<file path="src/rtl/uart_pkg.sv">
// Shared UART definitions: FSM state encoding, parity codes and bit-timing rule,
// so transmitter and a future receiver agree on timing.
package uart_pkg;

    typedef enum logic [2:0] {
        ST_IDLE   = 3'd0,
        ST_START  = 3'd1,
        ST_DATA   = 3'd2,
        ST_PARITY = 3'd3,
        ST_STOP   = 3'd4
    } uart_state_t;

    localparam int PAR_NONE = 0;
    localparam int PAR_EVEN = 1;
    localparam int PAR_ODD  = 2;

    // Rounded to the nearest clock count so the baud error stays below half a cycle per bit.
    function automatic int clks_per_bit(input int clk_freq, input int baud);
        return (clk_freq + baud / 2) / baud;
    endfunction

endpackage

</file>
<file path="src/rtl/uart_bit_timer.sv">
// Bit-period timer: counts 0..CLKS_PER_BIT-1 while enabled, pulses bit_end at the top count.
// Held at zero while disabled so every enable starts a full bit period.
module uart_bit_timer #(
    parameter int CLKS_PER_BIT = 434
) (
    input  logic FPGA_CLK,
    input  logic RESET_BUT,
    input  logic en,
    output logic bit_end
);

    localparam int CW = $clog2(CLKS_PER_BIT);
    localparam logic [CW-1:0] TOP = CW'(CLKS_PER_BIT - 1);

    logic [CW-1:0] cnt;

    assign bit_end = en && (cnt == TOP);

    always_ff @(posedge FPGA_CLK or negedge RESET_BUT) begin
        if (!RESET_BUT) begin
            cnt <= '0;
        end else if (!en || bit_end) begin
            cnt <= '0;
        end else begin
            cnt <= cnt + CW'(1);
        end
    end

endmodule

</file>
<file path="src/rtl/uart_tx_frame.sv">
// UART transmitter: one byte per valid/ready handshake, framed as start, data LSB-first,
// optional parity and stop bit(s) on a registered, glitch-free UART_TXD.
//
//   state     | meaning
//   ----------+--------------------------------------------------
//   ST_IDLE   | line high, tx_ready=1, waiting for tx_valid
//   ST_START  | start bit (0)
//   ST_DATA   | data bits, bit_idx = bit currently on the line
//   ST_PARITY | parity bit latched at accept
//   ST_STOP   | stop bit(s) (1), bit_idx counts stop bits
module uart_tx_frame
    import uart_pkg::*;
#(
    parameter int CLK_FREQ  = 50000000,
    parameter int BAUD      = 115200,
    parameter int DATA_BITS = 8,
    parameter int PARITY    = 0,
    parameter int STOP_BITS = 1
) (
    input  logic       FPGA_CLK,
    input  logic       RESET_BUT,
    input  logic [7:0] tx_data,
    input  logic       tx_valid,
    output logic       tx_ready,
    output logic       UART_TXD,
    output logic       tx_busy,
    output logic       tx_done
);

    localparam int CPB = clks_per_bit(CLK_FREQ, BAUD);
    localparam logic [7:0] DATA_MASK = 8'hFF >> (8 - DATA_BITS);
    localparam logic [2:0] DATA_LAST = 3'(DATA_BITS - 1);
    localparam logic [2:0] STOP_LAST = 3'(STOP_BITS - 1);

    if (CPB < 2) begin : g_bad_cpb
        $error("uart_tx_frame: CLKS_PER_BIT must be at least 2");
    end
    if (DATA_BITS < 5 || DATA_BITS > 8) begin : g_bad_data_bits
        $error("uart_tx_frame: DATA_BITS must be 5..8");
    end
    if (PARITY < PAR_NONE || PARITY > PAR_ODD) begin : g_bad_parity
        $error("uart_tx_frame: PARITY must be 0, 1 or 2");
    end
    if (STOP_BITS < 1 || STOP_BITS > 2) begin : g_bad_stop_bits
        $error("uart_tx_frame: STOP_BITS must be 1 or 2");
    end

    uart_state_t state;
    logic [7:0]  shreg;
    logic [2:0]  bit_idx;
    logic        par_bit;
    logic        bit_end;

    assign tx_ready = (state == ST_IDLE);
    assign tx_busy  = (state != ST_IDLE);

    uart_bit_timer #(
        .CLKS_PER_BIT(CPB)
    ) u_bit_timer (
        .FPGA_CLK (FPGA_CLK),
        .RESET_BUT(RESET_BUT),
        .en       (tx_busy),
        .bit_end  (bit_end)
    );

    always_ff @(posedge FPGA_CLK or negedge RESET_BUT) begin
        if (!RESET_BUT) begin
            state    <= ST_IDLE;
            UART_TXD <= 1'b1;
            shreg    <= '0;
            bit_idx  <= '0;
            par_bit  <= 1'b0;
            tx_done  <= 1'b0;
        end else begin
            tx_done <= 1'b0;
            case (state)
                ST_IDLE: begin
                    if (tx_valid) begin
                        shreg    <= tx_data;
                        par_bit  <= (^(tx_data & DATA_MASK)) ^ (PARITY == PAR_ODD);
                        bit_idx  <= '0;
                        UART_TXD <= 1'b0;
                        state    <= ST_START;
                    end
                end
                ST_START: begin
                    if (bit_end) begin
                        UART_TXD <= shreg[0];
                        shreg    <= {1'b0, shreg[7:1]};
                        state    <= ST_DATA;
                    end
                end
                ST_DATA: begin
                    if (bit_end) begin
                        if (bit_idx == DATA_LAST) begin
                            bit_idx <= '0;
                            if (PARITY != PAR_NONE) begin
                                UART_TXD <= par_bit;
                                state    <= ST_PARITY;
                            end else begin
                                UART_TXD <= 1'b1;
                                state    <= ST_STOP;
                            end
                        end else begin
                            UART_TXD <= shreg[0];
                            shreg    <= {1'b0, shreg[7:1]};
                            bit_idx  <= bit_idx + 3'd1;
                        end
                    end
                end
                ST_PARITY: begin
                    if (bit_end) begin
                        UART_TXD <= 1'b1;
                        bit_idx  <= '0;
                        state    <= ST_STOP;
                    end
                end
                ST_STOP: begin
                    if (bit_end) begin
                        if (bit_idx == STOP_LAST) begin
                            bit_idx <= '0;
                            tx_done <= 1'b1;
                            state   <= ST_IDLE;
                        end else begin
                            bit_idx <= bit_idx + 3'd1;
                        end
                    end
                end
                default: begin
                    UART_TXD <= 1'b1;
                    state    <= ST_IDLE;
                end
            endcase
        end
    end

endmodule

</file>
<file path="config.mk">
export PLATFORM = sky130hd
export DESIGN_NAME = uart_tx_frame
export DESIGN_NICKNAME = d
export VERILOG_FILES = /design/src/rtl/uart_pkg.sv /design/src/rtl/uart_bit_timer.sv /design/src/rtl/uart_tx_frame.sv
export SDC_FILE = /design/constraint.sdc
export NUM_CORES = 1
export LEC_CHECK = 0
export CORE_ASPECT_RATIO = 0.9
export CORE_UTILIZATION = 59
export DETAILED_ROUTE_END_ITERATION = 8
export PLACE_DENSITY_LB_ADDON = 0.25
export SLEW_MARGIN = 20
export SYNTH_ARGS = -nofsm -noshare
export SYNTH_HDL_FRONTEND = slang
export SYNTH_SLANG_ARGS = --single-unit
export TNS_END_PERCENT = 100
</file>
<file path="constraint.sdc">
create_clock -name FPGA_CLK -period 6.8 [get_ports FPGA_CLK]
set_clock_uncertainty 0.15 [all_clocks]
set_input_delay 1.36 -clock FPGA_CLK [delete_from_list [all_inputs] [get_ports FPGA_CLK]]
set_output_delay 1.36 -clock FPGA_CLK [all_outputs]
set_load 0.02 [all_outputs]
</file>
# Word level (Yosys, flattened, before mapping)

Cells that the tools add are included.

Latch bits: 0
Bits in writable memories: 0
Memory bits (read-only): 0
Output and inout bits: 4
Flip-flop bits (word level): 25
Memories kept: 0
Bits of input ports: 11
Word-level logic and storage cells: 65

Equal/unequal tests: 14
Muxes and demuxes: 30
Divide/modulo/power cells: 0
$lt $le $gt $ge: 0
$add $sub $neg: 2
Bitwise logic cells: 1
Shifts and indexed selects: 0
Reductions and logical operators: 12
$mul: 0

Operator list:

| operator            | number |
|---|---|
| $mux 3              | 13 |
| $mux 8              | 4 |
| $pmux 8 s3          | 1 |
| $pmux 3 s5          | 1 |
| $reduce_and 5->1    | 3 |
| $pmux 3 s4          | 1 |
| $add 9x1->9 const B | 1 |
| $eq 9x9->1 const B  | 1 |
| $mux 9              | 1 |
| $mux 1              | 8 |
| $ne 2x1->1 const B  | 4 |
| $ne 2x2->1 const B  | 4 |
| $reduce_and 7->1    | 1 |
| $eq 3x2->1 const B  | 2 |
| $eq 3x3->1 const B  | 2 |
| $logic_not 3->1     | 2 |
| $reduce_bool 3->1   | 2 |
| $pmux 1 s5          | 1 |
| $reduce_bool 4->1   | 1 |
| $add 3x1->3 const B | 1 |
| $eq 3x1->1 const B  | 1 |
| $logic_and 1x1->1   | 1 |
| $logic_not 1->1     | 1 |
| $logic_or 1x1->1    | 1 |
| $not 1->1           | 1 |

# Logic depth before layout (Yosys ltp)

Gate-level depths: netlist of the first run.

Word-level depth: 4
Gate-level depth with buffers: 7
Gate-level depth less buffers: 6

# Cells and area by module

From an unflattened synthesis of the first run, not the netlist that was laid out.

Cells, all modules: 137
Area total of the unflattened synthesis: 1470.2 µm²

Modules (own cells, without submodules):

| module         | times used | cells each | seq. area each (µm²) | area an instance (µm²) |
|---|---|---|---|---|
| uart_tx_frame  | 1          | 89         | 401.6                | 983.4 |
| uart_bit_timer | 1          | 48         | 225.2                | 486.7 |

# Least setup slack after synthesis of the first run

No wires, ideal clock.

Path kind: register -> output
From: register state[0]
To: output tx_busy
Path slack: 3.863 ns
Cell stages (with the launch flop): 4
Data required time: 5.290 ns
Path buffers: 1
Data arrival time: 1.427 ns
Path through: dfrtp_1 > clkbuf_1 > nor3_1 > inv_1

Cells in the longest elaborated chain, start to end: 1

Ends and longest elaborated chain:

| item                   | RTL line            | RTL |
|---|---|---|
| start, declared        | uart_tx_frame.sv:48 | `uart_state_t state;` |
| start signal, assigned | uart_tx_frame.sv:68 | `state <= ST_IDLE;` |
| start signal, assigned | uart_tx_frame.sv:83 | `state <= ST_START;` |
| start signal, assigned | uart_tx_frame.sv:90 | `state <= ST_DATA;` |
| $reduce_bool 3->1      | uart_tx_frame.sv:55 | `assign tx_busy = (state != ST_IDLE);` |
| end, declared          | uart_tx_frame.sv:26 | `output logic tx_busy,` |

No other way between the ends.

# Worst setup path after layout of the first run

From: register state[0]
To: output tx_ready

Cells in the longest elaborated chain, start to end: 1

Ends and longest elaborated chain:

| item            | RTL line            | RTL |
|---|---|---|
| $logic_not 3->1 | uart_tx_frame.sv:54 | `assign tx_ready = (state == ST_IDLE);` |
| end, declared   | uart_tx_frame.sv:24 | `output logic tx_ready,` |

No other way between the ends.

==> impl_metrics.env, run 1 <==
export IMPL_first_pass_iters=4
export IMPL_via_per_inst=5.80
export IMPL_start_kind="flip-flop"
export IMPL_routabilityCongestion=0.789
export IMPL_synthMuxAreaShare_pct=13.7
export IMPL_seq_area_frac_synth_pct=44.8
export IMPL_synth_compound_area_share_pct=10.3
export IMPL_detail_route_drc_violations=0
export IMPL_synth_xor_area_share_pct=4.38
export IMPL_grt_pass1_wl_mm=4.24
export IMPL_design_area_mm2=0.00158
export IMPL_setup_viol=0
export IMPL_core_area_mm2=0.00220
export IMPL_fp_dieW_um=53.4
export IMPL_p_leak_nw=0.658
export IMPL_synthArstFlopShare_pct=100
export IMPL_insertion_delay_ns=0.32
export IMPL_setup_tns_ns=0
export IMPL_grt_pass1_vias=971
export IMPL_worst_slew_pin_slew_ns=0.605
export IMPL_portBuffers=14
export IMPL_synth_avg_cell_area_um2=10.7
export IMPL_dpl_hpwl_mm=1.90
export IMPL_rsz0062_at_grt="no"
export IMPL_antenna_cells=0
export IMPL_ff2ff_path_depth=4
export IMPL_cts_max_level=1
export IMPL_relSlewSlack_pct=58.6
export IMPL_min_period_ns=3.45
export IMPL_cts_resized=0
export IMPL_synth_edf_count=0
export IMPL_critPathMaxFanout=16
export IMPL_period_share_pct=50.7
export IMPL_status="complete, no violations"
export IMPL_holdPathStages=1
export IMPL_overflow=0
export IMPL_synthSimpleGateAreaFrac_pct=19.0
export IMPL_powerDensity_mw_per_mm2=148
export IMPL_cts_tree="yes"
export IMPL_syn_to_final_growth_pct=12.5
export IMPL_drt_iter0_drc=15
export IMPL_fmax_mhz=290
export IMPL_clk_pin_slew_ns=0.13
export IMPL_cts_setup_buffers=0
export IMPL_cp_end_kind="output pin"
export IMPL_yosys_warnings=0
export IMPL_start_util_pct=63.6
export IMPL_critical_path_class="reg2out"
export IMPL_synth_top_family_by_area="simple AND/OR/NAND/NOR gates"
export IMPL_syn_cell_area_mm2=0.00140
export IMPL_hold_buffers=0
export IMPL_synth_nets=147
export IMPL_cts_buffers=3
export IMPL_hp_class="reg2reg"
export IMPL_die_h_um=48.2
export IMPL_fin_nets=161
export IMPL_slowest_stage="clkdlybuf4s50_1"
export IMPL_ant_nets=0
export IMPL_clockRootBuffer="clkbuf_4"
export IMPL_cts_path_max_buffers=2
export IMPL_drive_gt1_share_pct=16.7
export IMPL_final_cells=171
export IMPL_antenna_found_initial=0
export IMPL_wl_per_cell_um=14.6
export IMPL_path_cells="nor3_1, clkdlybuf4s50_1"
export IMPL_setup_slack_ns=3.35
export IMPL_die_area_mm2=0.00257
export IMPL_ys_seq_elements=25
export IMPL_rows=16
export IMPL_dr_total_vias=992
export IMPL_cp_arrival_ns=1.94
export IMPL_synth_cells=131
export IMPL_synthDistinctLibCells=40
export IMPL_grt_usage_pct=23.3
export IMPL_synthAdderAreaFrac_pct=4.47
export IMPL_holdWs_ns=0.350
export IMPL_finalHoldViolations=0
export IMPL_max_stage_delay_ns=0.67
export IMPL_io_pin_count=15
export IMPL_placed_area_mm2=0.00155
export IMPL_clock_sinks=25
export IMPL_drv_cap=0
export IMPL_timing_max_transition_violations_final=0
export IMPL_pre_cts_ws_ns=3.58
export IMPL_synth_ff_type="dfrtp_1"
export IMPL_required_ns=5.29
export IMPL_vdd_drop_max_uv=155
export IMPL_grt_max_degree=26
export IMPL_dp_cells=167
export IMPL_routed_wl_mm=2.49
[cells in the final DEF (no fill, tap or decap), types with 3 or more instances in the layout]
| master | synthesis | layout |
|---|---|---|
| clkbuf_4 | 0 | 3 |
| clkdlybuf4s50_1 | 0 | 13 |
| dfrtp_1 | 24 | 24 |
| ha_1 | 5 | 5 |
| inv_1 | 7 | 7 |
| mux2_1 | 3 | 3 |
| mux2_2 | 14 | 14 |
| nand2_1 | 4 | 4 |
| nand2b_1 | 6 | 6 |
| nand3_1 | 3 | 3 |
| nor2_1 | 14 | 14 |
| nor3_1 | 5 | 5 |
| o22a_1 | 3 | 3 |
| xnor2_1 | 4 | 4 |
| xor2_1 | 3 | 3 |
[area by class of cell]
class / count / area (µm²)
timing repair buffer: 14 / 135
inverter: 7 / 26.3
clock buffer: 3 / 22.5
multi-input combinational: 94 / 726
clock inverter: 1 / 5.00
sequential: 25 / 627
tap: 27 / 33.8
fill: 172 / 627
[worst max-delay path, delay by kind of cell (launching register included)]
kind,cells,cell delay (ns)
buffers and inverters,1,0.67
AND/OR/NAND/NOR,1,0.37
flip-flops,1,0.57
[report_power, final]
part / internal, mW / switching, mW / total [mW]
registers: 0.151 / 0.00154 / 0.153
logic: 0.00830 / 0.00524 / 0.0135
clock network: 0.0221 / 0.0449 / 0.0670
[registers in the layout, indices dropped and copies added, names as in the netlist]
name             flops
u_bit_timer.cnt      9
shreg                8
bit_idx              3
state                3
UART_TXD             1
tx_done              1
[worst paths after layout]
path / startpoint / end / slack [ns]
setup / recovery: state[0]$_DFFE_PN0P_ / tx_ready / 3.35
hold / removal: u_bit_timer.cnt[0]$_DFF_PN0_ / u_bit_timer.cnt[0]$_DFF_PN0_ / 0.35
setup reg to reg: u_bit_timer.cnt[6]$_DFF_PN0_ / shreg[6]$_DFFE_PN0P_ / 4.35
hold reg to reg: u_bit_timer.cnt[0]$_DFF_PN0_ / u_bit_timer.cnt[0]$_DFF_PN0_ / 0.35
max in group asynchronous: RESET_BUT / UART_TXD$_DFFE_PN1P_ / 5.29
min in group asynchronous: RESET_BUT / state[2]$_DFFE_PN0P_ / 0.85
[logic make-up (layout without fill, tap and decap cells)]
group                      count (synthesis)  after routing
AOI/OAI and AO/OA                         17             17
adders and majority gates                  5              5
xor gates and xnor gates                   7              7
buffers and inverters                     12             25
muxes                                     17             17
DFF                                       25             25
and+or+nand+nor                           48             48
[Yosys cell counts (all sizes together), types with 2 or more instances]
cell,n,area [µm²]
nand4bb,2,22.5
or4,2,15.0
nor2,14,52.6
nand2,4,15.0
a21oi,3,18.8
nand3,3,15.0
mux2,17,191
dfrtp,24,601
clkbuf,2,7.51
inv,7,26.3
a2bb2oi,2,17.5
nor4,2,12.5
xnor2,4,35.0
buf,3,13.8
or3b,2,17.5
o22a,3,26.3
nor3,5,25.0
ha,5,62.6
nor2b,2,12.5
nand2b,6,37.5
xor2,3,26.3
[layer usage]
layer / wire length [µm] / track usage [%] / vias to the layer above
li1: - / - / 494
met1: 1110 / 28.2 / 471
met2: 1250 / 42.8 / 24
met3: 111 / 5.92 / 3
met4: 18 / 4.74 / 0
met5: 0 / 0 / -
[metrics by stage]
stage	utilization, %	power (mW)
3_5_place_dp	70.5	0.170
2_1_floorplan	-	0.160
4_1_cts	71.8	0.237
3_3_place_gp	70.5	0.169
6_report	71.5	0.233
5_1_grt	71.5	0.243
(Power assumes the default switching activity.)
==> inputs of run 2 (changes only) <==
--- a/config.mk
+++ b/config.mk
@@ -6,7 +6,7 @@
 export NUM_CORES = 1
 export LEC_CHECK = 0
 export CORE_ASPECT_RATIO = 0.9
-export CORE_UTILIZATION = 59
+export CORE_UTILIZATION = 50
 export DETAILED_ROUTE_END_ITERATION = 8
 export PLACE_DENSITY_LB_ADDON = 0.25
 export SLEW_MARGIN = 20
==> constraint.sdc (replaced) <==
create_clock -name FPGA_CLK -period 2.8 [get_ports FPGA_CLK]
set_clock_uncertainty 0.15 [all_clocks]
set_input_delay 0.56 -clock FPGA_CLK [delete_from_list [all_inputs] [get_ports FPGA_CLK]]
set_output_delay 0.56 -clock FPGA_CLK [all_outputs]
set_load 0.02 [all_outputs]
==> run 2 against run 1 <==
Effect of this change: critical path depth grew 1; register-to-register slack worse by 4.0 ns; largest power group unchanged; first-iteration DRC count rose by 53%; combinational power rose to 2.6 times the previous value; non-clock buffer count increased by 3; via count increased by 3.8%; clock-buffer cell count is the same; clock power rose to 2.6 times the previous value; sequential cell count unchanged; sequential power rose by 140%; power rose by 150%.
==> impl_metrics.env, run 2 (synthesized netlist as in run 1, its figures left out) <==
export IMPL_antenna_found_initial=0
export IMPL_largest_register_ffs=9
export IMPL_via_per_inst=5.89
export IMPL_fin_nets=164
export IMPL_clk_pin_slew_ns=0.15
export IMPL_pre_cts_ws_ns=0.366
export IMPL_rrSetupSlack_ns=0.35
export IMPL_die_h_um=52.2
export IMPL_first_pass_iters=4
export IMPL_rows=17
export IMPL_start_util_pct=54.9
export IMPL_relSlewSlack_pct=54.0
export IMPL_clock_sinks=25
export IMPL_finalHoldViolations=0
export IMPL_status="complete, no violations"
export IMPL_regMostFlops="u_bit_timer.cnt"
export IMPL_dr_total_vias=1030
export IMPL_hold_start="shreg[3]$_DFFE_PN0P_"
export IMPL_detail_route_drc_violations=0
export IMPL_startpoint="state[1]$_DFFE_PN0P_"
export IMPL_setup_tns_ns=0
export IMPL_critical_path_class="reg2out"
export IMPL_grt_pass1_wl_mm=4.69
export IMPL_critPathMaxFanout=11
export IMPL_cts_tree="yes"
export IMPL_fp_dieW_um=57.8
export IMPL_rsz0062_at_grt="no"
export IMPL_min_period_ns=2.49
export IMPL_hold_buffers=0
export IMPL_powerDensity_mw_per_mm2=360
export IMPL_cp_end_kind="output pin"
export IMPL_antenna_cells=0
export IMPL_multi_input_area_um2=726
export IMPL_worst_slew_pin_slew_ns=0.672
export IMPL_drt_iter0_drc=23
export IMPL_cts_buffers=3
export IMPL_routed_wl_mm=2.63
export IMPL_vdd_drop_max_uv=315
export IMPL_n_fill_cell=215
export IMPL_required_ns=2.09
export IMPL_layout_common_cells="dfrtp_1 (24), nor2_1 (14), mux2_2 (14), clkdlybuf4s50_1 (14), inv_1 (7)"
export IMPL_seq_area_um2=627
export IMPL_cp_arrival_ns=1.78
export IMPL_die_area_mm2=0.00302
export IMPL_p_leak_nw=0.669
export IMPL_period_share_pct=89.0
export IMPL_cts_max_level=1
export IMPL_setup_viol=0
export IMPL_fmax_mhz=401
export IMPL_ant_nets=0
export IMPL_cts_setup_buffers=0
export IMPL_dpl_hpwl_mm=2.01
export IMPL_reg_top3="u_bit_timer.cnt (9), shreg (8)"
export IMPL_grt_max_degree=17
export IMPL_syn_to_final_growth_pct=14.7
export IMPL_hp_class="reg2reg"
export IMPL_setup_slack_ns=0.309
export IMPL_regToRegStartpoint="u_bit_timer.cnt[6]$_DFF_PN0_"
export IMPL_wl_per_cell_um=15.0
export IMPL_drive_gt1_share_pct=17.7
export IMPL_overflow=0
export IMPL_core_area_mm2=0.00255
export IMPL_cts_resized=0
export IMPL_start_kind="flip-flop"
export IMPL_timing_max_transition_violations_final=0
export IMPL_grt_pass1_vias=1029
export IMPL_io_pin_count=15
export IMPL_clockRootBuffer="clkbuf_4"
export IMPL_portBuffers=14
export IMPL_final_common_cell="dfrtp_1"
export IMPL_insertion_delay_ns=0.33
export IMPL_routabilityCongestion=0.832
export IMPL_grt_usage_pct=20.9
export IMPL_drv_cap=0
export IMPL_cts_path_max_buffers=2
## run 2: cell types whose count changed in the layout (fill, tap and decap cells not counted)
cell	change
buf_2	-1
buf_4	+3
clkdlybuf4s50_1	+1
clkinv_2	-1
clkinvlp_4	+1
## run 2: final cells by class
cell class / count / area share, %
clock inverters: 1 / 0.467
clock buffers: 3 / 1.40
well taps: 28 / 2.18
flip-flops and latches: 25 / 39.0
inverters: 7 / 1.64
multi-input cells: 94 / 45.2
repair buffers: 17 / 10.1
## run 2: final timing paths
kind,endpoint,cells past startpoint
max reg2reg,shreg[6]$_DFFE_PN0P_,4
min,shreg[3]$_DFFE_PN0P_,1
max,tx_busy,3
min in group asynchronous,state[0]$_DFFE_PN0P_,1
max in group asynchronous,u_bit_timer.cnt[4]$_DFF_PN0_,2
min reg2reg,shreg[3]$_DFFE_PN0P_,1
## run 2: where the power goes
part           internal, mW  total, mW  switching, mW  leakage (nW)
Clock                0.0548      0.172          0.118        0.0139
Combinational        0.0218     0.0349         0.0131         0.349
Sequential            0.368      0.372        0.00376         0.305
## run 2: per-stage QoR
stage	instance area (µm²)	cells	utilization [%]	hold slack, ns	power (mW)
2_1_floorplan	1400	131	-	0.114	0.388
3_3_place_gp	1580	171	61.8	0.317	0.412
3_5_place_dp	1580	171	61.8	0.322	0.414
4_1_cts	1610	175	62.9	0.356	0.584
5_1_grt	1610	175	62.9	0.369	0.601
6_report	1610	175	62.9	0.355	0.579
## run 2: worst max-delay path, cell delays in order (launching register included)
cell and delay (ns):
dfrtp_1 0.52, nor3_1 0.28, inv_1 0.11, clkdlybuf4s50_1 0.55
## run 2: metal layers
layer	share of wire [%]	global-route usage, %	up-vias	wire (µm)
met4	0.99	5.95	0	26
met3	3.4	5.43	4	88
met1	47	27.9	515	1240
met2	49	33.9	15	1280
li1	-	-	496	-
met5	0	0	-	0
==> inputs of run 3 (changes only) <==
--- a/config.mk
+++ b/config.mk
@@ -9,8 +9,10 @@
 export CORE_UTILIZATION = 50
 export DETAILED_ROUTE_END_ITERATION = 8
 export PLACE_DENSITY_LB_ADDON = 0.25
+export SETUP_SLACK_MARGIN = 0.1
 export SLEW_MARGIN = 20
 export SYNTH_ARGS = -nofsm -noshare
 export SYNTH_HDL_FRONTEND = slang
+export SYNTH_HIERARCHICAL = 1
 export SYNTH_SLANG_ARGS = --single-unit
 export TNS_END_PERCENT = 100
==> run 3 against run 2 <==
Effect of this change: register-to-register slack improved by 0.04 ns; wire length increased by 0.53%; die area increased by 4.8%; via count increased by 1.5%; combinational power decreased by 8.3%; maximum frequency decreased by 1.4%; core utilization decreased by 1.6 points; cell area increased by 5.7%; synthesized cell count increased by 4.6%; sequential share of layout area decreased by 2.1 points; sequential cell count unchanged; synthesized area increased by 5.0%.
==> impl_metrics.env, run 3 <==
export IMPL_drv_cap=0
export IMPL_syn_to_final_growth_pct=15.5
export IMPL_final_util_pct=61.3
export IMPL_cts_setup_buffers=0
export IMPL_die_h_um=53.4
export IMPL_grt_pass1_wl_mm=4.40
export IMPL_finalHoldViolations=0
export IMPL_overflow=0
export IMPL_cp_arrival_ns=1.82
export IMPL_seq_area_um2=627
export IMPL_ys_seq_elements=25
export IMPL_synth_cells=137
export IMPL_p_leak_nw=0.722
export IMPL_grt_pass1_vias=1022
export IMPL_detail_route_drc_violations=0
export IMPL_clk_pin_slew_ns=0.13
export IMPL_max_stage_delay_ns=0.60
export IMPL_regToRegStartpoint="u_bit_timer/cnt[2]$_DFF_PN0_"
export IMPL_reg_top3="u_bit_timer/cnt (9), shreg (8)"
export IMPL_largest_register_ffs=9
export IMPL_synth_avg_cell_area_um2=10.7
export IMPL_drive_gt1_share_pct=18.1
export IMPL_yosys_cell_count_top_type="dfrtp_1"
export IMPL_portBuffers=14
export IMPL_relSlewSlack_pct=56.4
export IMPL_status="complete, no violations"
export IMPL_first_pass_iters=4
export IMPL_final_cells=195
export IMPL_cts_max_level=1
export IMPL_fp_dieW_um=59.2
export IMPL_hold_buffers=0
export IMPL_yosys_warnings=6
export IMPL_synthDistinctLibCells=49
export IMPL_core_area_mm2=0.00277
export IMPL_regMostFlops="u_bit_timer/cnt"
export IMPL_cts_path_max_buffers=2
export IMPL_multi_input_area_um2=782
export IMPL_cts_resized=0
export IMPL_clockRootBuffer="clkbuf_4"
export IMPL_rows=18
export IMPL_fin_nets=172
export IMPL_dp_cells=191
export IMPL_n_fill_cell=245
export IMPL_p_total_mw=0.556
export IMPL_r2r_end="shreg[5]$_DFFE_PN0P_"
export IMPL_antenna_found_initial=0
export IMPL_cts_tree="yes"
export IMPL_drt_iter0_drc=46
export IMPL_ant_nets=0
export IMPL_synth_nets=153
export IMPL_holdWs_ns=0.376
export IMPL_final_common_cell="dfrtp_1"
export IMPL_cp_end_kind="output pin"
export IMPL_dr_total_vias=1045
export IMPL_synth_top_cell_by_area="dfrtp_1"
export IMPL_grt_max_degree=16
export IMPL_antenna_cells=0
export IMPL_cpLargestDelayFamily="buffers and inverters"
export IMPL_dpl_hpwl_mm=2.11
export IMPL_hp_class="reg2reg"
export IMPL_rsz0062_at_grt="no"
export IMPL_vdd_drop_max_uv=188
export IMPL_fmax_mhz=396
export IMPL_rrSetupSlack_ns=0.39
export IMPL_slowest_stage="clkdlybuf4s50_1"
export IMPL_endpoint="tx_ready"
export IMPL_synthArstFlopShare_pct=100
export IMPL_powerDensity_mw_per_mm2=327
export IMPL_io_pin_count=15
export IMPL_period_share_pct=90.3
export IMPL_start_util_pct=53.1
export IMPL_setup_viol=0
export IMPL_routed_wl_mm=2.64
export IMPL_die_area_mm2=0.00316
export IMPL_synth_commonest_cells="dfrtp_1 (24), nor2_1 (10), inv_1 (9), nand2_1 (9), mux2_1 (7)"
export IMPL_insertion_delay_ns=0.31
export IMPL_critPathMaxFanout=4
export IMPL_synth_edf_count=0
export IMPL_layout_common_cells="dfrtp_1 (24), clkdlybuf4s50_1 (14), nor2_1 (10), inv_1 (9), nand2_1 (9)"
export IMPL_critical_path_class="reg2out"
export IMPL_setup_tns_ns=0
export IMPL_cts_buffers=3
export IMPL_timing_max_transition_violations_final=0
export IMPL_crit_cells=4
export IMPL_seq_area_frac_synth_pct=42.6
export IMPL_min_period_ns=2.53
export IMPL_routabilityCongestion=0.763
export IMPL_path_cells="nor2_1, nand2_1, inv_1, clkdlybuf4s50_1"
export IMPL_clock_sinks=25
export IMPL_yosys_top_cells_area="dfrtp_1 (41%), mux2_1 (5.4%), mux2_2 (4.6%)"
export IMPL_path_buf_inv=2
export IMPL_syn_cell_area_mm2=0.00147
export IMPL_startpoint="state[1]$_DFFE_PN0P_"
export IMPL_start_kind="flip-flop"
export IMPL_yosysTopAreaCellShare_pct=40.9
export IMPL_wl_per_cell_um=13.5
export IMPL_synth_ff_type="dfrtp_1"
export IMPL_required_ns=2.09
export IMPL_via_per_inst=5.36
export IMPL_grt_usage_pct=19.0
export IMPL_ff2ff_path_depth=6
export IMPL_worst_slew_pin_slew_ns=0.651
==> run 3: layout make-up <==
cell class	instances	share of cell area [%]
multi-input cells	98	46.1
flip-flops and latches	25	36.9
well taps	40	2.95
inverters	9	1.99
repair buffers	19	10.5
clock buffers	3	1.33
clock inverters	1	0.295
==> run 3: kinds of logic after synthesis <==
family                   share of synthesized area (%)
buffers and inverters                             4.60
AND/OR/NAND/NOR                                   18.1
multiplexers                                      12.7
XOR/XNOR                                          3.49
AO/OA/AOI/OAI                                     14.2
adder cells (fa/ha/maj)                           4.26
flip-flops                                        42.6
==> run 3: worst min path at each step <==
stage	from	endpoint	slack, ns	cells after the start
6_report	shreg[1]$_DFFE_PN0P_	shreg[1]$_DFFE_PN0P_	0.38	1
3_5_place_dp	shreg[1]$_DFFE_PN0P_	shreg[1]$_DFFE_PN0P_	0.35	1
4_1_cts	shreg[1]$_DFFE_PN0P_	shreg[1]$_DFFE_PN0P_	0.38	1
3_3_place_gp	shreg[1]$_DFFE_PN0P_	shreg[1]$_DFFE_PN0P_	0.34	1
2_1_floorplan	RESET_BUT	bit_idx[0]$_DFFE_PN0P_	0.11	0
5_1_grt	shreg[3]$_DFFE_PN0P_	shreg[3]$_DFFE_PN0P_	0.40	1
==> run 3: per-stage QoR <==
stage	area [µm²]	setup WS, ns
3_3_place_gp	1670	0.475
4_1_cts	1700	0.248
3_5_place_dp	1670	0.395
2_1_floorplan	1480	0.147
5_1_grt	1700	0.115
6_report	1700	0.273
==> run 3: routing by layer <==
metal	vias to the layer above	part of all wire [%]	track usage, %
li1	528	-	-
met1	505	45	22.6
met2	10	52	34.1
met3	2	2.2	3.18
met4	0	0.38	7.14
met5	-	0	0
==> run 3: where the power goes <==
part	switching [mW]	total, mW	leakage [nW]	internal [mW]
clock network	0.101	0.154	0.0177	0.0533
registers	0.00301	0.369	0.299	0.366
logic	0.0116	0.0320	0.405	0.0204
